$ cat config.mk
export PLATFORM = sky130hd
export DESIGN_NAME = wx_mem_reader
export DESIGN_NICKNAME = d
export VERILOG_FILES = /design/src/rtl/wx_mem_pkg.sv /design/src/rtl/wx_pair_fifo.sv /design/src/rtl/wx_mem_reader.sv
export SDC_FILE = /design/constraint.sdc
export NUM_CORES = 1
export LEC_CHECK = 0
export ABC_AREA = 0
export CORE_MARGIN = 4
export CORE_UTILIZATION = 50
export CTS_CLUSTER_DIAMETER = 200
export DETAILED_ROUTE_END_ITERATION = 6
export HOLD_SLACK_MARGIN = 0.05
export MAX_ROUTING_LAYER = met4
export PLACE_DENSITY = 0.72
export SYNTH_ARGS = -nofsm -noshare
export SYNTH_HDL_FRONTEND = slang
export SYNTH_SLANG_ARGS = --single-unit
export TNS_END_PERCENT = 100
$ cat constraint.sdc
create_clock -name clk -period 3.9 [get_ports clk]
set_input_delay 0.39 -clock clk [delete_from_list [all_inputs] [get_ports clk]]
set_output_delay 0.39 -clock clk [all_outputs]
set_load 0.03 [all_outputs]
$ cat src/rtl/wx_mem_pkg.sv
// -----------------------------------------------------------------------------
// wx_mem_pkg
// Shared definitions for the weight/input memory read path:
//   - default address / bank-select widths used by the banked memory system
//   - read-controller FSM state encoding
//   - layout of one return-data FIFO entry and of the per-read tag
// -----------------------------------------------------------------------------
package wx_mem_pkg;

    localparam int W_ADDR_LEN_DEF = 20;
    localparam int X_ADDR_LEN_DEF = 10;
    localparam int W_SEL_LEN_DEF  = 2;
    localparam int X_SEL_LEN_DEF  = 2;
    localparam int FIFO_DEPTH_DEF = 4;

    // Width of one FIFO entry: {w, x, last_in, last}
    localparam int PAIR_W = 4;

    typedef enum logic [1:0] {
        ST_IDLE  = 2'd0,
        ST_RUN   = 2'd1,
        ST_DRAIN = 2'd2
    } rd_state_e;

    typedef struct packed {
        logic w;
        logic x;
        logic last_in;
        logic last;
    } pair_entry_t;

    // Markers that travel with a read while it is in flight to the memory
    typedef struct packed {
        logic last_in;
        logic last;
    } read_tag_t;

endpackage

$ cat src/rtl/wx_pair_fifo.sv
// -----------------------------------------------------------------------------
// wx_pair_fifo
// Small synchronous FIFO holding returned (weight, input) pairs.
// Ports:
//   clk, rst_n_i       clock, asynchronous active-low reset (empties the FIFO)
//   push_i, data_i     write side (push ignored when full)
//   pop_i              read side (pop ignored when empty)
//   data_o             current head entry (valid while empty_o = 0)
//   empty_o            no entries stored
//   count_o            number of stored entries
// -----------------------------------------------------------------------------
module wx_pair_fifo
    import wx_mem_pkg::*;
#(
    parameter int DEPTH = FIFO_DEPTH_DEF,
    parameter int WIDTH = PAIR_W
) (
    input  logic                     clk,
    input  logic                     rst_n_i,
    input  logic                     push_i,
    input  logic [WIDTH-1:0]         data_i,
    input  logic                     pop_i,
    output logic [WIDTH-1:0]         data_o,
    output logic                     empty_o,
    output logic [$clog2(DEPTH):0]   count_o
);

    localparam int AW = $clog2(DEPTH);
    localparam int CW = AW + 1;

    logic [WIDTH-1:0] mem_q [DEPTH];
    logic [AW-1:0]    wr_ptr_q;
    logic [AW-1:0]    rd_ptr_q;
    logic [CW-1:0]    count_q;
    logic             full;
    logic             do_push;
    logic             do_pop;

    assign full    = (count_q == CW'(DEPTH));
    assign empty_o = (count_q == '0);
    assign do_push = push_i && !full;
    assign do_pop  = pop_i && !empty_o;

    always_ff @(posedge clk or negedge rst_n_i) begin
        if (!rst_n_i) begin
            wr_ptr_q <= '0;
            rd_ptr_q <= '0;
            count_q  <= '0;
        end else begin
            // DEPTH is a power of two, so pointers wrap naturally
            if (do_push) wr_ptr_q <= wr_ptr_q + AW'(1);
            if (do_pop)  rd_ptr_q <= rd_ptr_q + AW'(1);
            case ({do_push, do_pop})
                2'b10:   count_q <= count_q + CW'(1);
                2'b01:   count_q <= count_q - CW'(1);
                default: count_q <= count_q;
            endcase
        end
    end

    // Storage needs no reset: contents are only observed through a valid head
    always_ff @(posedge clk) begin
        if (do_push) mem_q[wr_ptr_q] <= data_i;
    end

    // Head is read combinationally so a pushed pair is visible the next cycle
    assign data_o  = mem_q[rd_ptr_q];
    assign count_o = count_q;

endmodule

$ cat src/rtl/wx_mem_reader.sv
// -----------------------------------------------------------------------------
// wx_mem_reader
// Reads one layer's 1-bit weights and inputs back from the banked memory and
// streams (weight, input) pairs to the compute datapath, neuron by neuron.
// Ports:
//   clk, rst                   clock, asynchronous active-low reset
//   start, layer_*_sel, n_in,  layer request (ignored while busy)
//   n_out
//   w_addr/w_sel/w_wq/w_data   weight memory read port (w_wq tied 0)
//   x_addr/x_sel/x_wq/x_data   input memory read port (x_wq tied 0)
//   pair_*                     valid/ready pair stream with neuron/layer ends
//   busy, done                 layer in progress, completion pulse
// Memory returns data one cycle after the registered address, so a read is
// captured two edges after it is issued. Reads are only issued when the FIFO
// is guaranteed room for them (stored + in-flight < depth).
// -----------------------------------------------------------------------------
module wx_mem_reader
    import wx_mem_pkg::*;
#(
    parameter int W_ADDR_LEN = W_ADDR_LEN_DEF,
    parameter int X_ADDR_LEN = X_ADDR_LEN_DEF,
    parameter int W_SEL_LEN  = W_SEL_LEN_DEF,
    parameter int X_SEL_LEN  = X_SEL_LEN_DEF,
    parameter int FIFO_DEPTH = FIFO_DEPTH_DEF
) (
    input  logic                  clk,
    input  logic                  rst,
    input  logic                  start,
    input  logic [W_SEL_LEN-1:0]  layer_w_sel,
    input  logic [X_SEL_LEN-1:0]  layer_x_sel,
    input  logic [X_ADDR_LEN-1:0] n_in,
    input  logic [X_ADDR_LEN-1:0] n_out,
    output logic [W_ADDR_LEN-1:0] w_addr,
    output logic [W_SEL_LEN-1:0]  w_sel,
    output logic                  w_wq,
    input  logic                  w_data,
    output logic [X_ADDR_LEN-1:0] x_addr,
    output logic [X_SEL_LEN-1:0]  x_sel,
    output logic                  x_wq,
    input  logic                  x_data,
    output logic                  pair_valid,
    input  logic                  pair_ready,
    output logic                  pair_w,
    output logic                  pair_x,
    output logic                  pair_last_in,
    output logic                  pair_last,
    output logic                  busy,
    output logic                  done
);

    localparam int CW = $clog2(FIFO_DEPTH) + 1;
    localparam logic [CW:0] DEPTH_C = (CW + 1)'(FIFO_DEPTH);

    rd_state_e             state_q;
    logic [X_ADDR_LEN-1:0] n_in_q;
    logic [X_ADDR_LEN-1:0] n_out_q;
    logic [X_ADDR_LEN-1:0] i_q;
    logic [X_ADDR_LEN-1:0] j_q;
    logic [X_ADDR_LEN-1:0] x_addr_q;
    logic [W_ADDR_LEN-1:0] w_cnt_q;
    logic [W_ADDR_LEN-1:0] w_addr_q;
    logic [W_SEL_LEN-1:0]  w_sel_q;
    logic [X_SEL_LEN-1:0]  x_sel_q;
    logic [1:0]            tag_q;     // [0]: address on the bus, [1]: data returning
    read_tag_t             meta0_q;
    read_tag_t             meta1_q;
    logic                  busy_q;
    logic                  done_q;

    logic [CW-1:0]         fifo_count;
    logic                  fifo_empty;
    logic [PAIR_W-1:0]     head_bits;
    pair_entry_t           head;
    pair_entry_t           push_entry;
    logic [1:0]            inflight;
    logic                  credit_ok;
    logic                  issue;
    logic                  last_i;
    logic                  last_j;
    logic                  pop;

    assign inflight  = {1'b0, tag_q[0]} + {1'b0, tag_q[1]};
    assign credit_ok = ({1'b0, fifo_count} + (CW + 1)'(inflight)) < DEPTH_C;
    assign issue     = (state_q == ST_RUN) && credit_ok;
    assign last_i    = (i_q == (n_in_q - X_ADDR_LEN'(1)));
    assign last_j    = (j_q == (n_out_q - X_ADDR_LEN'(1)));
    assign pop       = !fifo_empty && pair_ready;

    assign push_entry = '{w: w_data, x: x_data,
                          last_in: meta1_q.last_in, last: meta1_q.last};

    always_ff @(posedge clk or negedge rst) begin
        if (!rst) begin
            state_q  <= ST_IDLE;
            n_in_q   <= '0;
            n_out_q  <= '0;
            i_q      <= '0;
            j_q      <= '0;
            x_addr_q <= '0;
            w_cnt_q  <= '0;
            w_addr_q <= '0;
            w_sel_q  <= '0;
            x_sel_q  <= '0;
            tag_q    <= '0;
            meta0_q  <= '0;
            meta1_q  <= '0;
            busy_q   <= 1'b0;
            done_q   <= 1'b0;
        end else begin
            done_q  <= 1'b0;
            tag_q   <= {tag_q[0], issue};
            meta1_q <= meta0_q;
            if (issue) meta0_q <= '{last_in: last_i, last: last_i && last_j};

            case (state_q)
                ST_IDLE: begin
                    if (start) begin
                        if (n_in != '0 && n_out != '0) begin
                            n_in_q  <= n_in;
                            n_out_q <= n_out;
                            w_sel_q <= layer_w_sel;
                            x_sel_q <= layer_x_sel;
                            i_q     <= '0;
                            j_q     <= '0;
                            w_cnt_q <= '0;
                            busy_q  <= 1'b1;
                            state_q <= ST_RUN;
                        end else begin
                            // Empty layer: nothing to read, just acknowledge
                            done_q  <= 1'b1;
                        end
                    end
                end
                ST_RUN: begin
                    if (issue) begin
                        // w_cnt_q walks j*n_in+i without a multiplier
                        w_addr_q <= w_cnt_q;
                        x_addr_q <= i_q;
                        w_cnt_q  <= w_cnt_q + W_ADDR_LEN'(1);
                        if (last_i) begin
                            i_q <= '0;
                            j_q <= j_q + X_ADDR_LEN'(1);
                        end else begin
                            i_q <= i_q + X_ADDR_LEN'(1);
                        end
                        if (last_i && last_j) state_q <= ST_DRAIN;
                    end
                end
                ST_DRAIN: begin
                    // Empty FIFO with nothing in flight means the last pair was taken
                    if (fifo_empty && tag_q == 2'b00) begin
                        done_q  <= 1'b1;
                        busy_q  <= 1'b0;
                        state_q <= ST_IDLE;
                    end
                end
                default: state_q <= ST_IDLE;
            endcase
        end
    end

    wx_pair_fifo #(
        .DEPTH (FIFO_DEPTH),
        .WIDTH (PAIR_W)
    ) u_fifo (
        .clk     (clk),
        .rst_n_i (rst),
        .push_i  (tag_q[1]),
        .data_i  (push_entry),
        .pop_i   (pop),
        .data_o  (head_bits),
        .empty_o (fifo_empty),
        .count_o (fifo_count)
    );

    assign head = pair_entry_t'(head_bits);

    // Pair fields are forced low while empty so stale storage never shows
    assign pair_valid   = !fifo_empty;
    assign pair_w       = head.w       && !fifo_empty;
    assign pair_x       = head.x       && !fifo_empty;
    assign pair_last_in = head.last_in && !fifo_empty;
    assign pair_last    = head.last    && !fifo_empty;

    assign w_addr = w_addr_q;
    assign x_addr = x_addr_q;
    assign w_sel  = w_sel_q;
    assign x_sel  = x_sel_q;
    assign w_wq   = 1'b0;
    assign x_wq   = 1'b0;
    assign busy   = busy_q;
    assign done   = done_q;

endmodule

== Word-level counts from Yosys, hierarchy flattened ==
Memory sizes are Yosys's and may differ from the RTL's.
Index checks and enable logic that the tools add are counted.

* Register bits: 111
* Memory bits (writable): 16
* Bits of input ports: 30
* Output and inout bits: 43
* Word-level logic and storage cells: 102
* Memories kept: 1

* Add/subtract/negate cells: 11
* Magnitude comparators: 1
* Eq/ne operators: 13
* Mux-type cells: 29
* Reduce and logical (&&, ||, !) cells: 27

{| class="wikitable"
|+ Memories
! name !! words !! width !! rd ports !! clocked after Yosys merged registers in !! wr ports !! RTL line !! source
|-
| u_fifo.mem_q || 4 || 4 || 1 || 0 || 1 || wx_pair_fifo.sv:31 || <nowiki>logic [WIDTH-1:0] mem_q [DEPTH];</nowiki>
|}

{| class="wikitable"
|+ Operators with widths
! kind !! count
|-
| 10-bit 2-to-1 mux || 6
|-
| 20-bit 2-to-1 mux || 3
|-
| 10-bit one-hot mux with 2 select lines || 2
|-
| 20-bit one-hot mux with 2 select lines || 1
|-
| 10-bit by 1-bit adder with 10-bit output (second input constant) || 2
|-
| 20-bit by 1-bit adder with 20-bit output (second input constant) || 1
|-
| 10-bit equality test || 2
|-
| 10-bit nonzero test || 2
|-
| 10-bit by 1-bit subtractor with 10-bit output (second input constant) || 2
|-
| 1-bit logical AND || 11
|-
| 2-bit 2-to-1 mux || 5
|-
| 2-bit inequality test (second input constant) || 5
|-
| 5-bit AND reduction || 2
|-
| 1-bit 2-to-1 mux || 8
|-
| 4-bit AND reduction || 2
|-
| 2-bit one-hot mux with 3 select lines || 1
|-
| 3-bit one-hot mux with 2 select lines || 1
|-
| 2-bit nonzero test || 3
|-
| 2-bit by 1-bit adder with 2-bit output (second input constant) || 2
|-
| 3-bit by 2-bit adder with 4-bit output || 1
|-
| 2-bit by 1-bit equality test with 1-bit output (second input constant) || 2
|-
| 2-bit equality test (second input constant) || 2
|-
| 2-bit logical NOT || 2
|-
| 4-bit by 3-bit < comparator with 1-bit output (second input constant) || 1
|-
| other kinds (10) || 12
|}

== Longest topological paths before layout ==
* Depth in word-level cells: 6
* Mapped depth: 10

== Cells and area by module ==
From an unflattened synthesis, not the netlist that was laid out.

* Cells, all modules: 653
* Area, all modules: 6268.5 um^2

{| class="wikitable"
|+ By module, submodules not included
! module !! instances !! cells each !! area an instance (um^2) !! sequential area each (um^2)
|-
| wx_mem_reader || 1 || 594 || 5242.5 || 2602.5
|-
| wx_pair_fifo || 1 || 59 || 1026.0 || 655.6
|}

== Worst setup path after synthesis ==
OpenSTA, ideal clock, no wires.

* Kind: register to register
* Start: register n_in_q[0]
* End: register j_q[7]
* Setup time: 0.136 ns
* Data arrival time: 2.454 ns
* Data required time: 3.764 ns
* Slack: 1.310 ns
* Stages on the path, launching flop included: 11
* Cells stage by stage: dfrtp_1 > inv_1 > ha_1 > or4b_4 > a2111oi_4 > o32ai_2 > o21ai_4 > a21boi_2 > buf_6 > o311ai_1 > o41ai_1

* Word-level cells in the longest chain between the ends: 4

{| class="wikitable"
|+ Ends and longest elaborated chain
! what !! RTL line !! source
|-
| start: declaration || wx_mem_reader.sv:55 || <nowiki>logic [X_ADDR_LEN-1:0] n_in_q;</nowiki>
|-
| start signal: assignment || wx_mem_reader.sv:119 || <nowiki>n_in_q <= n_in;</nowiki>
|-
| 10-bit by 1-bit subtractor with 10-bit output || wx_mem_reader.sv:85 || <nowiki>assign last_i = (i_q == (n_in_q - X_ADDR_LEN'(1)));</nowiki>
|-
| 10-bit equality test || wx_mem_reader.sv:85 ||
|-
| 2-bit inequality test (no source line) || n/a ||
|-
| 5-bit AND reduction (no source line) || n/a ||
|-
| end signal: assignment || wx_mem_reader.sv:142 || <nowiki>j_q <= j_q + X_ADDR_LEN'(1);</nowiki>
|-
| end: declaration || wx_mem_reader.sv:58 || <nowiki>logic [X_ADDR_LEN-1:0] j_q;</nowiki>
|}

No other way between the ends.
A chain may end at the register's enable or synchronous reset.

== Worst setup path after layout ==
* Start: register n_in_q[0]
* End: register j_q[9]

The elaborated chain is that of the path after synthesis.

==> flow_summary.json <==
{
  "critPathMaxFanout": 12,
  "pre_cts_ws_ns": 0.9576,
  "nFillCells": 1054,
  "grt_pass1_vias": 5166,
  "worst_slack_ns": 0.9058,
  "max-slew-margin-rel": 0.4627,
  "ios": 73,
  "hp-class": "register to register",
  "cts_setup_buffers": 0,
  "clock_sinks": 127,
  "ys_ff_latch": 127,
  "cts_buffers": 17,
  "coreArea_mm2": 0.01221,
  "synth_top_family_by_area": "simple AND/OR/NAND/NOR gates",
  "synth_edf_count": 16,
  "synthCells": 652,
  "fmax_mhz": 334.0,
  "cts_buffer_depth": 2,
  "drv_slew": 0,
  "gp_congestion": 0.8717,
  "cts_root_buffer": "clkbuf_16",
  "worst_path_max_delay_cell": "nor4b_1",
  "finalCritPeriodShare": 0.7677,
  "synth.distinct_cells": 66,
  "rsz0062_at_grt": "false",
  "muxShareOfSynthArea": 0.04894,
  "worst_pin_slew_ns": 0.8040,
  "drtIter0Drc": 301,
  "numPortBuffers": 70,
  "area_growth_syn_to_layout_pct": 21.97,
  "synth_xor_xnor_area_share": 0.04697,
  "vdd_drop_max_mv": 0.4660,
  "fin_nets": 756,
  "vias": 4938,
  "grt_pass1_wl_mm": 24.63,
  "grt_overflow_total": 0,
  "crit_chain": "inv_1 -> ha_1 -> nor4b_1 -> a21oi_1 -> nor3_1 -> o221a_2 -> a21boi_2 -> nor4_1 -> mux2i_1",
  "synth-compound-area-share": 0.1210,
  "report.final.hold_viol_count": 0,
  "drt-pass1-iter-count": 7,
  "start_kind": "register",
  "tns_ns": 0,
  "die_y_um": 120.6,
  "r2r_end": "j_q[9]$_DFFE_PN0P_",
  "dpl.cell_count": 862,
  "endpoint_kind": "register",
  "ys.flop_type": "dfrtp_1",
  "dieArea_mm2": 0.01455,
  "die_w_um": 120.6,
  "timing.rr.start": "n_in_q[0]$_DFFE_PN0P_",
  "antenna_found_initial": 0,
  "synth_async_sr_flop_share": 0.8740,
  "worstHoldEndpoint": "meta1_q[0]$_DFF_PN0_",
  "yosysWarnings": 0,
  "outcome": "completed",
  "hold_depth": 0,
  "track_usage": 0.2162,
  "skew_ns": 0.008256,
  "syn_area_mm2": 0.006340,
  "timing.final.crit_period_ns": 2.994,
  "clk_pin_slew_ns": 0.05,
  "cts_max_level": 4,
  "start_util": 0.5192,
  "area.sequential_mm2": 0.003258,
  "cts_tree": "done",
  "worstSkewPairLatency_ns": 0.42,
  "drive_above_1_share": 0.09078,
  "wire_per_inst_um": 16.13,
  "final_antenna_net_count": 0,
  "ff2ff_setup_slack_ns": 0.91,
  "crit_required_ns": 4.23,
  "setup_violations": 0,
  "hp-start": "meta0_q[0]$_DFFE_PN0P_",
  "post-dp-hpwl_mm": 9.991,
  "synthSimpleGateAreaFrac": 0.2098,
  "fin_cells": 895,
  "diodes": 0,
  "avgSynthCellArea_um2": 9.724,
  "slowest_delay_ns": 0.56,
  "multi_input_area_mm2": 0.002870,
  "via_per_inst": 5.517,
  "leakagePower_nw": 3.299,
  "cp.arrival_ns": 3.33,
  "grt_max_degree": 47,
  "worst-r2r-cell-count": 9,
  "rows": 40,
  "maxCapViolCount": 0,
  "crit_type": "register to register",
  "yosys.area_share.adder": 0.02487,
  "power_mw": 5.914,
  "synth_seq_area_share": 0.5139,
  "routed_wl_mm": 14.43,
  "drc": 0,
  "p_per_area_mw_per_mm2": 764.8
}
[metal layers]
layer	share of wire	global-route usage	vias up
met5	0	-	-
met4	0.016	0.07365	0
met3	0.046	0.05239	19
met2	0.49	0.3510	119
met1	0.45	0.2671	2423
li1	-	-	2377
[critical path, delay by kind of cell, from the launching register on]
family / cells / cell delay [ns]
DFF: 1 / 0.42
and+or+nand+nor: 3 / 1.24
adders and majority gates: 1 / 0.29
AOI/OAI and AO/OA: 3 / 0.64
muxes: 1 / 0.23
buffers and inverters: 1 / 0.09
[how the worst max path moves through the flow]
stage,startpoint,end,slack (ns),cells past startpoint
after floorplan,n_in_q[0]$_DFFE_PN0P_,j_q[7]$_DFFE_PN0P_,1.31,10
after global placement,n_out[1],n_out_q[5]$_DFFE_PN0P_,0.94,7
after detailed placement,n_in_q[0]$_DFFE_PN0P_,j_q[9]$_DFFE_PN0P_,0.96,9
after CTS,n_in_q[0]$_DFFE_PN0P_,j_q[9]$_DFFE_PN0P_,0.95,9
after global routing,n_in_q[0]$_DFFE_PN0P_,j_q[9]$_DFFE_PN0P_,0.66,9
final,n_in_q[0]$_DFFE_PN0P_,j_q[9]$_DFFE_PN0P_,0.91,9
[state kept, by name (all words and copies together), names as in the netlist, 2 cells and up]
signal           flops
state_q              2
tag_q                2
n_out_q             10
u_fifo.mem_q        16
u_fifo.rd_ptr_q      2
w_cnt_q             20
meta0_q              2
w_sel                2
w_addr              20
x_sel                2
j_q                 10
i_q                 10
meta1_q              2
n_in_q              10
u_fifo.count_o       3
x_addr              10
u_fifo.wr_ptr_q      2
[kinds of logic after synthesis]
logic type	count (synthesis)
and+or+nand+nor	283
DFF	127
AOI/OAI and AO/OA	118
buffers and inverters	53
xor gates and xnor gates	34
muxes	24
adders and majority gates	12
other	1
[area by class of cell]
type	instances	share of cell area
clock buffers	24	0.05841
clock inverters	8	0.01472
inverters	16	0.007767
multi-input cells	473	0.3712
flip-flops and latches	127	0.4214
well taps	168	0.02718
repair buffers	79	0.09935
[power by group]
group | switching (mW) | internal (mW) | leakage (nW)
clock | 0.549 | 0.997 | 0.277
sequential | 0.404 | 1.74 | 1.53
combinational | 1.33 | 0.893 | 1.49
[stage by stage]
stage	area [µm²]	hold WS [ns]	utilization
global route	7732	0.3917	0.6332
detailed placement	7157	0.3650	0.5861
floorplan	6344	0.09441	-
finish	7732	0.3727	0.6332
global placement	7157	0.3574	0.5861
CTS	7732	0.3782	0.6332
[Yosys cell counts (all sizes together), types with 3 or more instances]
library cell	instances	area share
dfrtp	111	0.44
edfxtp	16	0.076
mux2i	4	0.0063
and2	14	0.014
inv	16	0.0095
mux4	4	0.014
nand3	17	0.013
a31oi	13	0.013
nor2b	4	0.0039
xor2	14	0.019
mux2	16	0.028
o211ai	3	0.0036
and3	10	0.0099
nand4	8	0.0079
or3	3	0.0030
ha	11	0.022
clkbuf	32	0.019
nor4	10	0.0099
a21oi	17	0.013
buf	5	0.0055
o21ai	54	0.044
nor2	26	0.015
nor3	14	0.012
nand2b	11	0.011
xnor2	20	0.028
nand2	154	0.091
nand3b	3	0.0036
o31ai	6	0.0071
[cells in the final DEF (no fill, tap or decap), types with 3 or more instances in the layout]
| cell type | n |
|---|---|
| and3_1 | 10 |
| a31oi_1 | 13 |
| nand4_1 | 8 |
| mux2i_1 | 4 |
| nand2b_1 | 11 |
| o31ai_1 | 6 |
| edfxtp_1 | 16 |
| nor3_1 | 13 |
| ha_1 | 11 |
| clkdlybuf4s50_1 | 69 |
| xnor2_1 | 20 |
| bufinv_16 | 3 |
| nand3_1 | 17 |
| inv_1 | 16 |
| o211ai_1 | 3 |
| nand2_1 | 154 |
| mux2_2 | 16 |
| nor2_1 | 26 |
| buf_4 | 9 |
| nor4_1 | 10 |
| a21oi_1 | 17 |
| nand3b_1 | 3 |
| clkbuf_1 | 7 |
| clkinv_2 | 4 |
| and2_1 | 13 |
| or3_1 | 3 |
| nor2b_1 | 4 |
| clkbuf_16 | 17 |
| mux4_2 | 4 |
| o21ai_0 | 53 |
| xor2_1 | 14 |
| dfrtp_1 | 111 |
[timing repair]
| action | in CTS | in global routing |
|---|---|---|
| hold buffers | 1 | 0 |
| hold endpoints to repair | 32 | 0 |
| gates resized for setup | 0 | 0 |
Note: power is estimated with default switching activity, not from simulation.
